===== config.mk =====
export PLATFORM = sky130hd
export DESIGN_NAME = ps2_device_port_flat
export DESIGN_NICKNAME = d
export VERILOG_FILES = /design/src/rtl/ps2_device_port_if.sv /design/src/rtl/ps2_device_port.sv /design/src/flat_wrapper.sv
export SDC_FILE = /design/constraint.sdc
export NUM_CORES = 1
export LEC_CHECK = 0
export ABC_AREA = 1
export CAP_MARGIN = 0
export CORE_MARGIN = 5
export CORE_UTILIZATION = 64
export CTS_CLUSTER_SIZE = 40
export DETAILED_ROUTE_END_ITERATION = 8
export GPL_ROUTABILITY_DRIVEN = 0
export PLACE_DENSITY = 0.9
export SYNTH_ARGS = -nofsm -noshare
export SYNTH_HDL_FRONTEND = slang
export SYNTH_SLANG_ARGS = --single-unit

===== constraint.sdc =====
create_clock -name clk -period 2.9 [get_ports clk]
set_clock_uncertainty 0.05 [all_clocks]
set_input_delay 0.58 -clock clk [delete_from_list [all_inputs] [get_ports clk]]
set_output_delay 0.58 -clock clk [all_outputs]
set_load 0.05 [all_outputs]

===== src/rtl/ps2_device_port_if.sv =====
// Byte-level user side of the PS/2 device port: TX byte offer and RX byte/error results.
// Latency: none, plain wires between the user logic and the port.
// Backpressure: tx_valid/tx_ready handshake on TX; RX results are unthrottled one-cycle pulses.
interface ps2_device_port_if;
    logic [7:0] tx_data;
    logic       tx_valid;
    logic       tx_ready;
    logic [7:0] rx_data;
    logic       rx_valid;
    logic       rx_err;
    logic       busy;

    modport master (
        output tx_data, tx_valid,
        input  tx_ready, rx_data, rx_valid, rx_err, busy
    );

    modport slave (
        input  tx_data, tx_valid,
        output tx_ready, rx_data, rx_valid, rx_err, busy
    );
endinterface


===== src/rtl/ps2_device_port.sv =====
// PS/2 device-side port: clocks buffered bytes out to the host and clocks host command bytes in.
// Latency: pads seen through 2-flop syncs; TX starts once both lines idle IDLE cycles.
// Backpressure: single-byte buffer, tx_ready low from acceptance until the byte is fully sent.
module ps2_device_port #(
    parameter int CLKFREQ = 12_000_000,
    parameter int HALF_US = 40,
    parameter int IDLE_US = 50
) (
    input  logic clk,
    input  logic reset,
    input  logic ps2clk_in,
    input  logic ps2dta_in,
    output logic ps2clk_oe,
    output logic ps2dta_oe,
    ps2_device_port_if.slave bus
);
    localparam int CPU = CLKFREQ / 1_000_000;
    localparam logic [15:0] HALF_C = 16'(CPU * HALF_US);
    localparam logic [15:0] IDLE_C = 16'(CPU * IDLE_US);
    localparam logic [15:0] CHK_C  = 16'(CPU * 5);          // inhibit check starts 5 us into a high phase
    localparam logic [15:0] MID_C  = 16'(CPU * HALF_US / 2); // sample point inside a high phase

    typedef enum logic [1:0] {S_IDLE, S_TX, S_RX, S_HOLD} state_t;

    state_t      state, state_n;
    logic        clk_m, clk_s, dta_m, dta_s;
    logic [15:0] idle_cnt, rts_cnt;
    logic [15:0] cnt, cnt_n;
    logic [3:0]  bitn, bitn_n;
    logic        ph, ph_n;               // 0 = first phase of a bit/pulse, 1 = second
    logic        clk_oe_q, clk_oe_n, dta_oe_q, dta_oe_n;
    logic [7:0]  rx_sh, rx_sh_n, rx_data_q, rx_data_n;
    logic        rx_par, rx_par_n;
    logic        rx_valid_q, rx_valid_n, rx_err_q, rx_err_n;
    logic        buf_full, buf_full_n;
    logic [7:0]  buf_dat, buf_dat_n;
    logic        up;                     // low only in reset, gates tx_ready
    logic        phase_end;
    logic [10:0] tx_frame;

    assign tx_frame  = {1'b1, ~^buf_dat, buf_dat, 1'b0};
    assign phase_end = (cnt == HALF_C - 16'd1);

    assign ps2clk_oe    = clk_oe_q;
    assign ps2dta_oe    = dta_oe_q;
    assign bus.tx_ready = up & ~buf_full;
    assign bus.rx_data  = rx_data_q;
    assign bus.rx_valid = rx_valid_q;
    assign bus.rx_err   = rx_err_q;
    assign bus.busy     = (state != S_IDLE) | buf_full;

    // Pad synchronizers plus the idle and request-to-send qualification counters.
    always_ff @(posedge clk) begin
        if (reset) begin
            clk_m    <= 1'b1;
            clk_s    <= 1'b1;
            dta_m    <= 1'b1;
            dta_s    <= 1'b1;
            idle_cnt <= '0;
            rts_cnt  <= '0;
            up       <= 1'b0;
        end else begin
            clk_m <= ps2clk_in;
            clk_s <= clk_m;
            dta_m <= ps2dta_in;
            dta_s <= dta_m;
            up    <= 1'b1;
            if (clk_s && dta_s) begin
                if (idle_cnt != IDLE_C) idle_cnt <= idle_cnt + 16'd1;
            end else begin
                idle_cnt <= '0;
            end
            if (clk_s && !dta_s) begin
                if (rts_cnt != HALF_C) rts_cnt <= rts_cnt + 16'd1;
            end else begin
                rts_cnt <= '0;
            end
        end
    end

    // State, bit timing, registered line enables, RX result and TX buffer registers.
    always_ff @(posedge clk) begin
        if (reset) begin
            state      <= S_IDLE;
            cnt        <= '0;
            bitn       <= '0;
            ph         <= 1'b0;
            clk_oe_q   <= 1'b0;
            dta_oe_q   <= 1'b0;
            rx_sh      <= '0;
            rx_par     <= 1'b0;
            rx_data_q  <= '0;
            rx_valid_q <= 1'b0;
            rx_err_q   <= 1'b0;
            buf_full   <= 1'b0;
            buf_dat    <= '0;
        end else begin
            state      <= state_n;
            cnt        <= cnt_n;
            bitn       <= bitn_n;
            ph         <= ph_n;
            clk_oe_q   <= clk_oe_n;
            dta_oe_q   <= dta_oe_n;
            rx_sh      <= rx_sh_n;
            rx_par     <= rx_par_n;
            rx_data_q  <= rx_data_n;
            rx_valid_q <= rx_valid_n;
            rx_err_q   <= rx_err_n;
            buf_full   <= buf_full_n;
            buf_dat    <= buf_dat_n;
        end
    end

    // Next-state and next-output decode; line enables are computed here and registered.
    always_comb begin
        state_n    = state;
        cnt_n      = cnt + 16'd1;
        bitn_n     = bitn;
        ph_n       = ph;
        clk_oe_n   = clk_oe_q;
        dta_oe_n   = dta_oe_q;
        rx_sh_n    = rx_sh;
        rx_par_n   = rx_par;
        rx_data_n  = rx_data_q;
        rx_valid_n = 1'b0;
        rx_err_n   = 1'b0;
        buf_full_n = buf_full;
        buf_dat_n  = buf_dat;
        if (bus.tx_valid && bus.tx_ready) begin
            buf_full_n = 1'b1;
            buf_dat_n  = bus.tx_data;
        end
        case (state)
            S_IDLE: begin
                cnt_n    = '0;
                bitn_n   = '0;
                ph_n     = 1'b0;
                clk_oe_n = 1'b0;
                dta_oe_n = 1'b0;
                // Host request-to-send wins over a pending byte.
                if (rts_cnt == HALF_C) begin
                    state_n  = S_RX;
                    bitn_n   = 4'd1;
                    clk_oe_n = 1'b1;
                end else if (buf_full && idle_cnt >= IDLE_C) begin
                    state_n  = S_TX;
                    dta_oe_n = ~tx_frame[0];
                end
            end
            S_TX: begin
                if (!ph) begin
                    // Host inhibit aborts the frame unless we are already on the stop bit.
                    if (cnt >= CHK_C && !clk_s && bitn != 4'd10) begin
                        state_n  = S_HOLD;
                        cnt_n    = '0;
                        clk_oe_n = 1'b0;
                        dta_oe_n = 1'b0;
                    end else if (phase_end) begin
                        ph_n     = 1'b1;
                        cnt_n    = '0;
                        clk_oe_n = 1'b1;
                    end
                end else if (phase_end) begin
                    cnt_n = '0;
                    if (bitn == 4'd10) begin
                        state_n    = S_HOLD;
                        clk_oe_n   = 1'b0;
                        dta_oe_n   = 1'b0;
                        buf_full_n = 1'b0;
                    end else begin
                        bitn_n   = bitn + 4'd1;
                        ph_n     = 1'b0;
                        clk_oe_n = 1'b0;
                        dta_oe_n = ~tx_frame[bitn + 4'd1];
                    end
                end
            end
            S_RX: begin
                if (!ph) begin
                    if (phase_end) begin
                        ph_n     = 1'b1;
                        cnt_n    = '0;
                        clk_oe_n = 1'b0;
                    end
                end else if (cnt >= CHK_C && !clk_s) begin
                    state_n  = S_HOLD;
                    cnt_n    = '0;
                    clk_oe_n = 1'b0;
                    dta_oe_n = 1'b0;
                    rx_err_n = 1'b1;
                end else if (cnt == MID_C && bitn == 4'd10 && !dta_s) begin
                    // Framing error: no acknowledge pulse.
                    state_n  = S_HOLD;
                    cnt_n    = '0;
                    clk_oe_n = 1'b0;
                    dta_oe_n = 1'b0;
                    rx_err_n = 1'b1;
                end else if (phase_end) begin
                    cnt_n = '0;
                    if (bitn == 4'd11) begin
                        state_n  = S_HOLD;
                        clk_oe_n = 1'b0;
                        dta_oe_n = 1'b0;
                        if (^{rx_sh, rx_par}) begin
                            rx_data_n  = rx_sh;
                            rx_valid_n = 1'b1;
                        end else begin
                            rx_err_n = 1'b1;
                        end
                    end else begin
                        bitn_n   = bitn + 4'd1;
                        ph_n     = 1'b0;
                        clk_oe_n = 1'b1;
                        dta_oe_n = (bitn == 4'd10);
                    end
                end else if (cnt == MID_C) begin
                    if (bitn <= 4'd8) rx_sh_n = {dta_s, rx_sh[7:1]};
                    else if (bitn == 4'd9) rx_par_n = dta_s;
                end
            end
            S_HOLD: begin
                cnt_n    = '0;
                clk_oe_n = 1'b0;
                dta_oe_n = 1'b0;
                if (idle_cnt >= IDLE_C) state_n = S_IDLE;
            end
            default: state_n = S_IDLE;
        endcase
    end
endmodule


===== src/flat_wrapper.sv =====
// flat-port wrapper written by rule: the top's interface ports become plain ports
module ps2_device_port_flat 
#(
    parameter int CLKFREQ = 12_000_000,
    parameter int HALF_US = 40,
    parameter int IDLE_US = 50
)
  (clk, reset, ps2clk_in, ps2dta_in, ps2clk_oe, ps2dta_oe, bus_tx_data, bus_tx_valid, bus_tx_ready, bus_rx_data, bus_rx_valid, bus_rx_err, bus_busy);
  ps2_device_port_if bus_i ();
  input  logic clk;
  input  logic reset;
  input  logic ps2clk_in;
  input  logic ps2dta_in;
  output logic ps2clk_oe;
  output logic ps2dta_oe;
  input wire logic [$bits(bus_i.tx_data)-1:0] bus_tx_data;
  input wire logic [$bits(bus_i.tx_valid)-1:0] bus_tx_valid;
  output wire logic [$bits(bus_i.tx_ready)-1:0] bus_tx_ready;
  output wire logic [$bits(bus_i.rx_data)-1:0] bus_rx_data;
  output wire logic [$bits(bus_i.rx_valid)-1:0] bus_rx_valid;
  output wire logic [$bits(bus_i.rx_err)-1:0] bus_rx_err;
  output wire logic [$bits(bus_i.busy)-1:0] bus_busy;
  assign bus_i.tx_data = bus_tx_data;
  assign bus_i.tx_valid = bus_tx_valid;
  assign bus_tx_ready = bus_i.tx_ready;
  assign bus_rx_data = bus_i.rx_data;
  assign bus_rx_valid = bus_i.rx_valid;
  assign bus_rx_err = bus_i.rx_err;
  assign bus_busy = bus_i.busy;
  ps2_device_port #(.CLKFREQ(CLKFREQ), .HALF_US(HALF_US), .IDLE_US(IDLE_US)) u_core (.clk(clk), .reset(reset), .ps2clk_in(ps2clk_in), .ps2dta_in(ps2dta_in), .ps2clk_oe(ps2clk_oe), .ps2dta_oe(ps2dta_oe), .bus(bus_i));
endmodule

* Yosys cells after proc, flatten, opt, wreduce, memory -nomap -nowiden
Index checks and enable logic that the tools add are counted.
Operators by class: eq/ne operators 29, reductions and logical operators 27, order comparisons 4, add/sub/neg operators 4, bitwise logic cells 13, multiplexer cells 78
Operator list (number):
- $mux W16 | 6
- $add A16 B1 Y16 const B | 3
- $pmux W16 S3 | 1
- $mux W1 | 45
- $eq A16 B9 Y1 const B | 2
- $mux W4 | 8
- $mux W2 | 12
- $eq A16 B8 Y1 const B | 1
- $ge A16 B10 Y1 const B | 1
- $ge A16 B6 Y1 const B | 1
- $ne A16 B10 Y1 const B | 1
- $ne A16 B9 Y1 const B | 1
- $reduce_and A8 Y1 | 2
- $reduce_and A7 Y1 | 2
- $eq A4 B4 Y1 const B | 3
- $ne A4 B1 Y1 const B | 3
- $pmux W4 S3 | 1
- $not A1 Y1 | 11
- $ne A2 B1 Y1 const B | 5
- $reduce_and A9 Y1 | 1
- $reduce_xor A9 Y1 | 1
- $logic_and A1 B1 Y1 | 8
- $ne A2 B2 Y1 const B | 4
- $pmux W1 S4 | 2
- 24 further kinds | 30
Storage, ports and cells: logic and storage cells 175, input bits 13, flip-flop bits (word level) 90, output and inout port bits 14

* Logic depth before layout (Yosys ltp)
Gate-level depths: netlist (run 1).
depth after elaboration 8, depth in mapped cells 14, depth with buffers taken out 14

* Worst setup path after synthesis (run 1)
Ideal clock, no wire load.
path type register to register, start reg u_core.buf_full, end reg u_core.buf_dat[0], arrival time 1.722 ns, path buffers 1, path slack 1.000 ns, required time 2.722 ns, period minus slack after synthesis 1.900 ns, setup time 0.128 ns, cell stages (with the launch flop) 6, cell sequence dfxtp_1 -> nor2_1 -> nand2_1 -> clkbuf_1 -> o21ai_0 -> a21oi_1
On the way: word-level cells in the longest chain between the ends 3
RTL lines:
- start: declaration | RTL line ps2_device_port.sv:35 | logic buf_full, buf_full_n;
- start signal: assignment | RTL line ps2_device_port.sv:109 | buf_full <= buf_full_n;
- $not A1 Y1 | RTL line ps2_device_port.sv:46 | assign bus.tx_ready = up & ~buf_full;
- $and A1 B1 Y1 | RTL line ps2_device_port.sv:46
- net bus_tx_ready | RTL line flat_wrapper.sv:18 | output wire logic [$bits(bus_i.tx_ready)-1:0] bus_tx_ready;
- $logic_and A1 B1 Y1 | RTL line ps2_device_port.sv:129 | if (bus.tx_valid && bus.tx_ready) begin
- end signal: assignment | RTL line ps2_device_port.sv:110 | buf_dat <= buf_dat_n;
- end: declaration | RTL line ps2_device_port.sv:36 | logic [7:0] buf_dat, buf_dat_n;
The timed path passes the listed nets, and every way through them passes these cells. A chain may end at the register's enable or synchronous reset.

* Worst setup path after layout (run 1)
start reg u_core.state[0], end out bus_busy
On the way: word-level cells in the longest chain between the ends 2
RTL lines:
- start: declaration | RTL line ps2_device_port.sv:25 | state_t state, state_n;
- start signal: assignment | RTL line ps2_device_port.sv:98 | state <= state_n;
- $reduce_bool A2 Y1 | RTL line ps2_device_port.sv:50 | assign bus.busy = (state != S_IDLE) | buf_full;
- $or A1 B1 Y1 | RTL line ps2_device_port.sv:50
- end: declaration | RTL line flat_wrapper.sv:22 | output wire logic [$bits(bus_i.busy)-1:0] bus_busy;
Every way passes these cells.

==> results of run 1 <==
-- cells in the final DEF (no fill, tap or decap), types with 16 or more instances in the layout --
master / instances
a21oi_1: 54
dfxtp_1: 90
nor2_1: 95
o21ai_0: 39
inv_1: 89
nand4_1: 26
nand3_1: 38
nand2_1: 127
nor3_1: 16
ha_1: 16
clkdlybuf4s50_1: 26
-- how the worst min path moves through the flow --
stage                       startpoint                      end  cells after the start
2_1_floorplan  u_core.clk_m$_SDFF_PP1_  u_core.clk_s$_SDFF_PP1_                      1
5_1_grt        u_core.dta_m$_SDFF_PP1_  u_core.dta_s$_SDFF_PP1_                      1
4_1_cts        u_core.dta_m$_SDFF_PP1_  u_core.dta_s$_SDFF_PP1_                      1
3_3_place_gp   u_core.clk_m$_SDFF_PP1_  u_core.clk_s$_SDFF_PP1_                      1
6_report       u_core.dta_m$_SDFF_PP1_  u_core.dta_s$_SDFF_PP1_                      1
3_5_place_dp   u_core.dta_m$_SDFF_PP1_  u_core.dta_s$_SDFF_PP1_                      1
-- Yosys cell counts, drive strengths merged --
cell,instances
a2111oi,2
a211oi,1
a21boi,1
a21oi,54
a221oi,1
a31oi,4
and2,1
and3,1
buf,5
clkbuf,5
dfxtp,90
ha,16
inv,94
nand2,134
nand3,40
nand3b,3
nand4,28
nor2,105
nor3,20
nor3b,4
nor4,2
o21a,3
o21ai,43
o21bai,1
or2,4
xnor2,7
xor2,11
-- stage by stage --
stage                     power, uW  instance area [sq um]  cells  setup WS (ns)  hold slack, ns
final                          2300                   5320    814          0.303           0.365
after global routing           2380                   5320    814          0.194           0.390
after CTS                      2300                   5320    814          0.282           0.369
after detailed placement       1410                   5110    798          0.662           0.349
after global placement         1410                   5110    798          0.746           0.342
after floorplan                1370                   4760    680           1.00           0.339
-- sequential cells by signal, summed over array words and instances, names as in the netlist, 2 cells and up --
| name | count |
|---|---|
| u_core.state | 2 |
| u_core.bus.rx_data | 8 |
| u_core.rts_cnt | 16 |
| u_core.buf_dat | 8 |
| u_core.rx_sh | 8 |
| u_core.idle_cnt | 16 |
| u_core.bitn | 4 |
| u_core.cnt | 16 |
-- final cells by class --
cell class | count | area (sq um)
sequential | 90 | 1800
clock buffer | 11 | 151
clock inverter | 5 | 61.3
timing repair buffer | 29 | 283
fill | 548 | 1930
inverter | 94 | 353
multi-input combinational | 486 | 2550
tap | 99 | 124
-- power by group through the flow --
stage          combinational (uW)  sequential (uW)  clock, uW
5_1_grt                       140             1270        971
3_3_place_gp                  116             1290          0
4_1_cts                       122             1260        916
3_5_place_dp                  121             1290          0
2_1_floorplan                81.0             1290          0
6_report                      122             1260        911
-- per-layer routing --
metal	vias up	wire [um]	GRT usage [%]
li1	2275	-	-
met1	2061	4640	31.0
met4	0	298	10.1
met3	35	559	4.46
met2	143	5190	41.9
met5	-	0	0
-- cell families after synthesis --
family	count (synthesis)	share of synthesized area [%]
flip-flops	90	37.9
adder cells (fa/ha/maj)	16	4.21
AND/OR/NAND/NOR	342	33.7
AO/OA/AOI/OAI	110	12.4
XOR/XNOR	18	3.31
buffers and inverters	104	8.57
-- worst max-delay path: stages, from the launching register on --
cell	delay, ns
dfxtp_1	0.42
inv_1	0.11
ha_1	0.22
nand2_1	0.06
clkdlybuf4s50_1	0.79
==> run metrics, run 1 <==
CTS HTree Levels=3; period utilization=around 90%; Die Y-Extent=96.2 um; core area=7250 sq um; row count=31; initial antenna violation count=0; synthesis-to-finish area growth=11.9%; Initial Util=65.6%; crit path DAT=roughly 2.0 ns; Seq/Total Area, Yosys=37.9%; internal power=~1700 uW; LEAKAGE=0.00215 uW; Max-slew headroom=63.0%; top cells by area, synth=dfxtp_1, nand2_1, nor2_1; clock root cell=clkbuf_8; layout cell share with drive strength beyond 1=7.83%; Reg power frac=55.0%; Hold Crit Class=flip-flop to flip-flop; CTS sink cnt=90; reg2reg setup slack=0.71 ns; FF-to-FF path depth=12; die width=96.2 um; crit path capture=bus_busy; routed wire length=10700 um; Die Area=around 9300 sq um; Post-route DRC=0; switching power=548 uW; DR iter-0 viols=344; Final ANT Viol Nets=0; Setup TNS=0 ns; Clk Latency, worst-skew pair=0.37 ns; Final nets=739; Syn Area/Cell=7.00 sq um; status=finished, final reports clean; Switching Share=23.9%; first-pass GRT wire length=approximately 19000 um; Yosys reg bits=90; routed len/inst=13.1 um; unrepaired setup endpoints after global routing=no; vias in the first global route=4296; Max VDD drop=0.265 mV; total number of vias=approximately 4500; Max clock buf depth=2; Netlist Area Pre-Place=4760 sq um; Ant. Diodes=0; port bufs=26; worst slew pin tran=0.554 ns; Critical Path Start Type=flip-flop; Worst Path Required=2.27 ns; Fin. Hold Viols=0; post-CTS setup repair buffer count=0; DP Wirelength=slightly below 8000 um; Final min period=2.60 ns; Synth cell types=41; WS Path Type=flip-flop to output port; gr ovfl total=0; maxcap violations=0; GRT Overall Usage=24.8%; yosys warns=0; post-cts resize count=0; largest net degree at the start of global routing=31; Critical Path Start=u_core.state[0]$_SDFFE_PP0P_; Synth Net Count=709; maximum clock frequency=385 MHz; area leader, netlist=dfxtp_1; utilization after layout=73.4%; Gate power share=5.3%; worst-path fanout max=5; r2r endpoint=u_core.bitn[3]$_SDFFE_PP0P_; post-synth top area share=37.9%; Clock power frac=39.7%; hold_buf cts=0; power per cell area=431 nW/um^2; CTS tree=built; clk slew on worst S/H paths=about 0.09 ns; final setup fails=0; 1st-pass router iterations=5; Avg Vias per Cell=5.55; I/O pin total=27; Max Slew Vio Count=0; Worst Setup End Kind=output port; RR Startpoint=u_core.cnt[0]$_SDFF_PP0_; CTS buffer count=9; Synth Instances=680
Note: power is estimated with default switching activity, not from simulation.
==> inputs of run 2 (changes only) <==
--- a/config.mk
+++ b/config.mk
@@ -8,11 +8,11 @@
 export ABC_AREA = 1
 export CAP_MARGIN = 0
 export CORE_MARGIN = 5
-export CORE_UTILIZATION = 64
+export CORE_UTILIZATION = 60
 export CTS_CLUSTER_SIZE = 40
 export DETAILED_ROUTE_END_ITERATION = 8
 export GPL_ROUTABILITY_DRIVEN = 0
-export PLACE_DENSITY = 0.9
+export PLACE_DENSITY = 0.85
 export SYNTH_ARGS = -nofsm -noshare
 export SYNTH_HDL_FRONTEND = slang
 export SYNTH_SLANG_ARGS = --single-unit
==> constraint.sdc (replaced) <==
create_clock -name clk -period 2.6 [get_ports clk]
set_clock_uncertainty 0.05 [all_clocks]
set_input_delay 0.52 -clock clk [delete_from_list [all_inputs] [get_ports clk]]
set_output_delay 0.52 -clock clk [all_outputs]
set_load 0.05 [all_outputs]
==> run 2 against run 1 <==
Net effect:
- clock power is 14% higher
- non-clock buffer count is 1 higher
- core utilization is 4.3 points lower
- cell count is 0.37% higher
- setup slack worse by 0.0021 ns
- global-route usage is 3.8 points lower
- routed wire length is 7.2% lower
- sequential power is 12% higher
- hold slack hardly changed
- combinational power is 9% higher
- design area is 0.35% higher
- critical endpoint is now bus_tx_ready
- largest cell class unchanged
- largest power group unchanged
- highest routed layer unchanged
==> run metrics, run 2 (synthesis gave the netlist of run 1 again) <==
row count=32 (+3.2%); gr ovfl total=0 (unchanged); CTS HTree Levels=3 (unchanged); synthesis-to-finish area growth=12.3%; Final nets=740 (+0.14%); dpl ws=0.399 ns (-0.263 ns); 1st-pass router iterations=4 (-1); first-pass GRT wire length=17600 um (-5.3%); hold_buf cts=0 (unchanged); period utilization=88.4%; WP buf/inv=1 (-1); largest registers=u_core.cnt (16), u_core.idle_cnt (16), u_core.rts_cnt (16); final setup fails=0 (unchanged); CTS sink cnt=90 (unchanged); Max VDD drop=0.319 mV (+20%); CTS tree=built; maxcap violations=0 (unchanged); port bufs=26 (unchanged); Post-route DRC=0 (unchanged); critical path's top delay family=buffers and inverters; Max Slew Vio Count=0 (unchanged); Hold Crit Class=flip-flop to flip-flop; routed wire length=9920 um (-7.2%); DR iter-0 viols=229 (-33%); Critical Path Start Type=flip-flop; Worst Setup End Kind=output port; Avg Vias per Cell=5.38 (-3.0%); cells along the critical path=nor2_1 -> clkdlybuf4s50_1; routed len/inst=12.1 um (-7.5%); LEAKAGE=0.00217 uW (+1.3%); most frequent cells in the layout=nand2_1, nor2_1, dfxtp_1; post-cts resize count=0 (unchanged); Max-slew headroom=63.6% (+0.59 points); crit path DAT=1.73 ns (-0.24 ns); worst slew pin tran=0.545 ns (-0.00879 ns); CP max-delay cell=clkdlybuf4s50_1; initial antenna violation count=0 (unchanged); largest net degree at the start of global routing=30 (-3.2%); utilization after layout=69.1% (-4.3 points); CTS buffer count=9 (unchanged); layout cell share with drive strength beyond 1=7.69% (-0.14 points); die width=99.1 um (+2.9%); I/O pin total=27 (unchanged); Hold WS=0.365 ns (-0.000112 ns); DP Wirelength=7520 um (-2.9%); Max clock buf depth=2 (unchanged); Total Power=2590 uW (+13%); clock root cell=clkbuf_8; Die Area=9810 sq um (+6.0%); Fin. Hold Viols=0 (unchanged); unrepaired setup endpoints after global routing=no; worst-path fanout max=3 (-2); Clk Latency, worst-skew pair=0.36 ns (about the same); Ant. Diodes=0 (unchanged); clk slew on worst S/H paths=0.08 ns (about the same); Final ANT Viol Nets=0 (unchanged); maximum clock frequency=approximately 430 MHz; core area=7730 sq um (+6.5%); status=finished, final reports clean; Final min period=2.30 ns; crit-path max cell delay=0.84 ns (+0.05 ns); Setup TNS=0 ns (unchanged); post-CTS setup repair buffer count=0 (unchanged); total number of vias=4395 (-2.6%); power per cell area=484 nW/um^2 (+12%); vias in the first global route=4149 (-3.4%); Worst Path Required=2.03 ns (-0.24 ns); final worst slack=0.301 ns (-0.00208 ns); most common library cell in the layout ignoring fill and taps=nand2_1; WS Path Type=flip-flop to output port; Die Y-Extent=99.1 um (+2.9%); GRT Overall Usage=21.0% (-3.8 points); Initial Util=61.6% (-4.0 points)
==> run 2: cell types whose count changed in the layout (fill, tap and decap cells not counted) <==
cell / delta
clkinvlp_4: -2
bufinv_16: +1
clkbuf_1: +1
dlymetal6s2s_1: +1
clkinv_4: +1
buf_4: +1
clkbuf_8: -1
clkdlybuf4s50_1: -1
inv_6: -1
==> run 2: layout make-up <==
class | count | area [sq um]
clock buffers | 11 | 141
clock inverters | 4 | 76.3
fillers | 621 | 2380
inverters | 94 | 353
multi-input cells | 486 | 2550
flip-flops and latches | 90 | 1800
well taps | 102 | 128
repair buffers | 30 | 293
==> run 2: final timing paths <==
path | start | slack, ns | depth (start not counted) | endpoint
setup / recovery | u_core.buf_full$_SDFF_PP0_ | 0.30 | 2 | bus_tx_ready
hold / removal | u_core.dta_m$_SDFF_PP1_ | 0.36 | 1 | u_core.dta_s$_SDFF_PP1_
setup reg to reg | u_core.cnt[0]$_SDFF_PP0_ | 0.38 | 12 | u_core.bitn[0]$_SDFFE_PP0P_
hold reg to reg | u_core.dta_m$_SDFF_PP1_ | 0.36 | 1 | u_core.dta_s$_SDFF_PP1_
==> run 2: report_power, final <==
group          leakage (uW)  internal [uW]  switching (uW)
registers          0.000728           1390            13.9
clock network      0.000106            564             480
logic               0.00134           55.1            78.0
==> run 2: worst register-to-register path, delay by kind of cell, from the launching register on <==
family                     cells  cell delay, ns
adders and majority gates      1            0.18
DFF                            1            0.38
buffers and inverters          1            0.07
and+or+nand+nor               10            1.46
==> run 2: layer usage <==
layer  wire length, um  track usage [%]
met4               164             6.62
met2              4750             35.6
met3               494             4.18
met1              4510             26.8
met5                 0                0
==> run 2: metrics by stage <==
stage	cells	area (sq um)
after global routing	817	5340
after detailed placement	802	5120
after CTS	817	5340
after global placement	802	5120
after floorplan	680	4760
final	817	5340
==> variant, RTL diff (flow settings as in run 2) <==
Take the reset off `buf_dat` and load it in a clocked block of its own.
--- a/src/rtl/ps2_device_port.sv
+++ b/src/rtl/ps2_device_port.sv
@@ -93,7 +93,6 @@
             rx_valid_q <= 1'b0;
             rx_err_q   <= 1'b0;
             buf_full   <= 1'b0;
-            buf_dat    <= '0;
         end else begin
             state      <= state_n;
             cnt        <= cnt_n;
@@ -107,8 +106,11 @@
             rx_valid_q <= rx_valid_n;
             rx_err_q   <= rx_err_n;
             buf_full   <= buf_full_n;
-            buf_dat    <= buf_dat_n;
         end
+    end
+
+    always_ff @(posedge clk) begin
+        buf_dat <= buf_dat_n;
     end
 
     // Next-state and next-output decode; line enables are computed here and registered.
Function: no difference found for any inputs over 10 cycles, from zero or initial values and one cycle with reset high; that may be too few to reach the edited logic, so the function may still have changed.
==> variant against run 2 <==
  * Wire length grew 0.79%
  * Register-to-register slack gained 40 ps
  * Setup slack gained 83 ps
  * Sequential share of layout area grew 0.59 points
  * Final area grew 2.6%
  * Global-route usage shrank 0.10 points
  * Area after synthesis grew 2.6%
  * First-iteration DRC count grew 8.3%
  * Sequential cell count is the same
  * Die area grew 2.3%
Power is not compared: it rests on default switching activity, and its combinational part moved more than twofold at a synthesized area within 25%.
==> variant: results <==
[status]
status = finished, final reports clean

[worst_setup_path]
crit_fanout = 4

[drt]
drt_iter0_markers = 248
wl_met2_um = 5000
met1_length_um = 4360
first_pass_iters = 5
wire_per_inst_um = 12.5

[global_routing]
track_usage_pct = 20.9
grt_pass1_vias = 3963
grt_max_degree = 21
met3_usage_pct = 4.45
use_met1_pct = 25.4
use_met2_pct = 36.0

[cells_and_area]
fin_util_pct = 68.1
inverters_excl_clock = 95
sh_seq_area_pct = 34.3
n_clock_buffer = 10
num-multi-input-gates = 464
signal_buffers = 31

[synthesis]
synth_edf_count = 8
synthTopCellsByArea = dfxtp_1 34%, nand2_1 8.4%, nor2_1 7.5%
seq_area_frac_synth_pct = 38.5
synth_fp_nets = 689
netlist_top_cells_count = 109 x nand2_1, 98 x nor2_1, 89 x inv_1

[sta]
slew-limit-headroom_pct = 62.2

[placement]
numPlacedInstances = 785
hpwl_um = 7520
variant: cell count changes after synthesis, moves of 4 or more:
cell,change
nand3_1,-7
edfxtp_1,+8
a21oi_2,+6
a21oi_1,-14
nand4_1,-4
dfxtp_1,-8
xnor2_1,+6
nand2_1,-18
o21ai_0,-4
variant: what timing repair did:
item,CTS,global route
endpoints found under the setup margin,0,1
gates resized for setup,0,1
buffers inserted,0,0
hold buffers,0,0
variant: worst paths after layout:
check                  startpoint              end  slack [ps]  cells past startpoint
setup reg to reg  u_core.state[0]  u_core.rx_sh[5]         420                      9
hold / removal       u_core.clk_m     u_core.clk_s         380                      1
hold reg to reg      u_core.clk_m     u_core.clk_s         380                      1
setup / recovery  u_core.buf_full     bus_tx_ready         380                      2
variant: cells by family after synthesis:
family	count (synthesis)	share of synthesized area [%]
buffers and inverters	106	8.76
xor gates and xnor gates	27	5.00
AOI/OAI and AO/OA	94	11.0
and+or+nand+nor	327	32.6
adders and majority gates	16	4.10
DFF	90	38.5
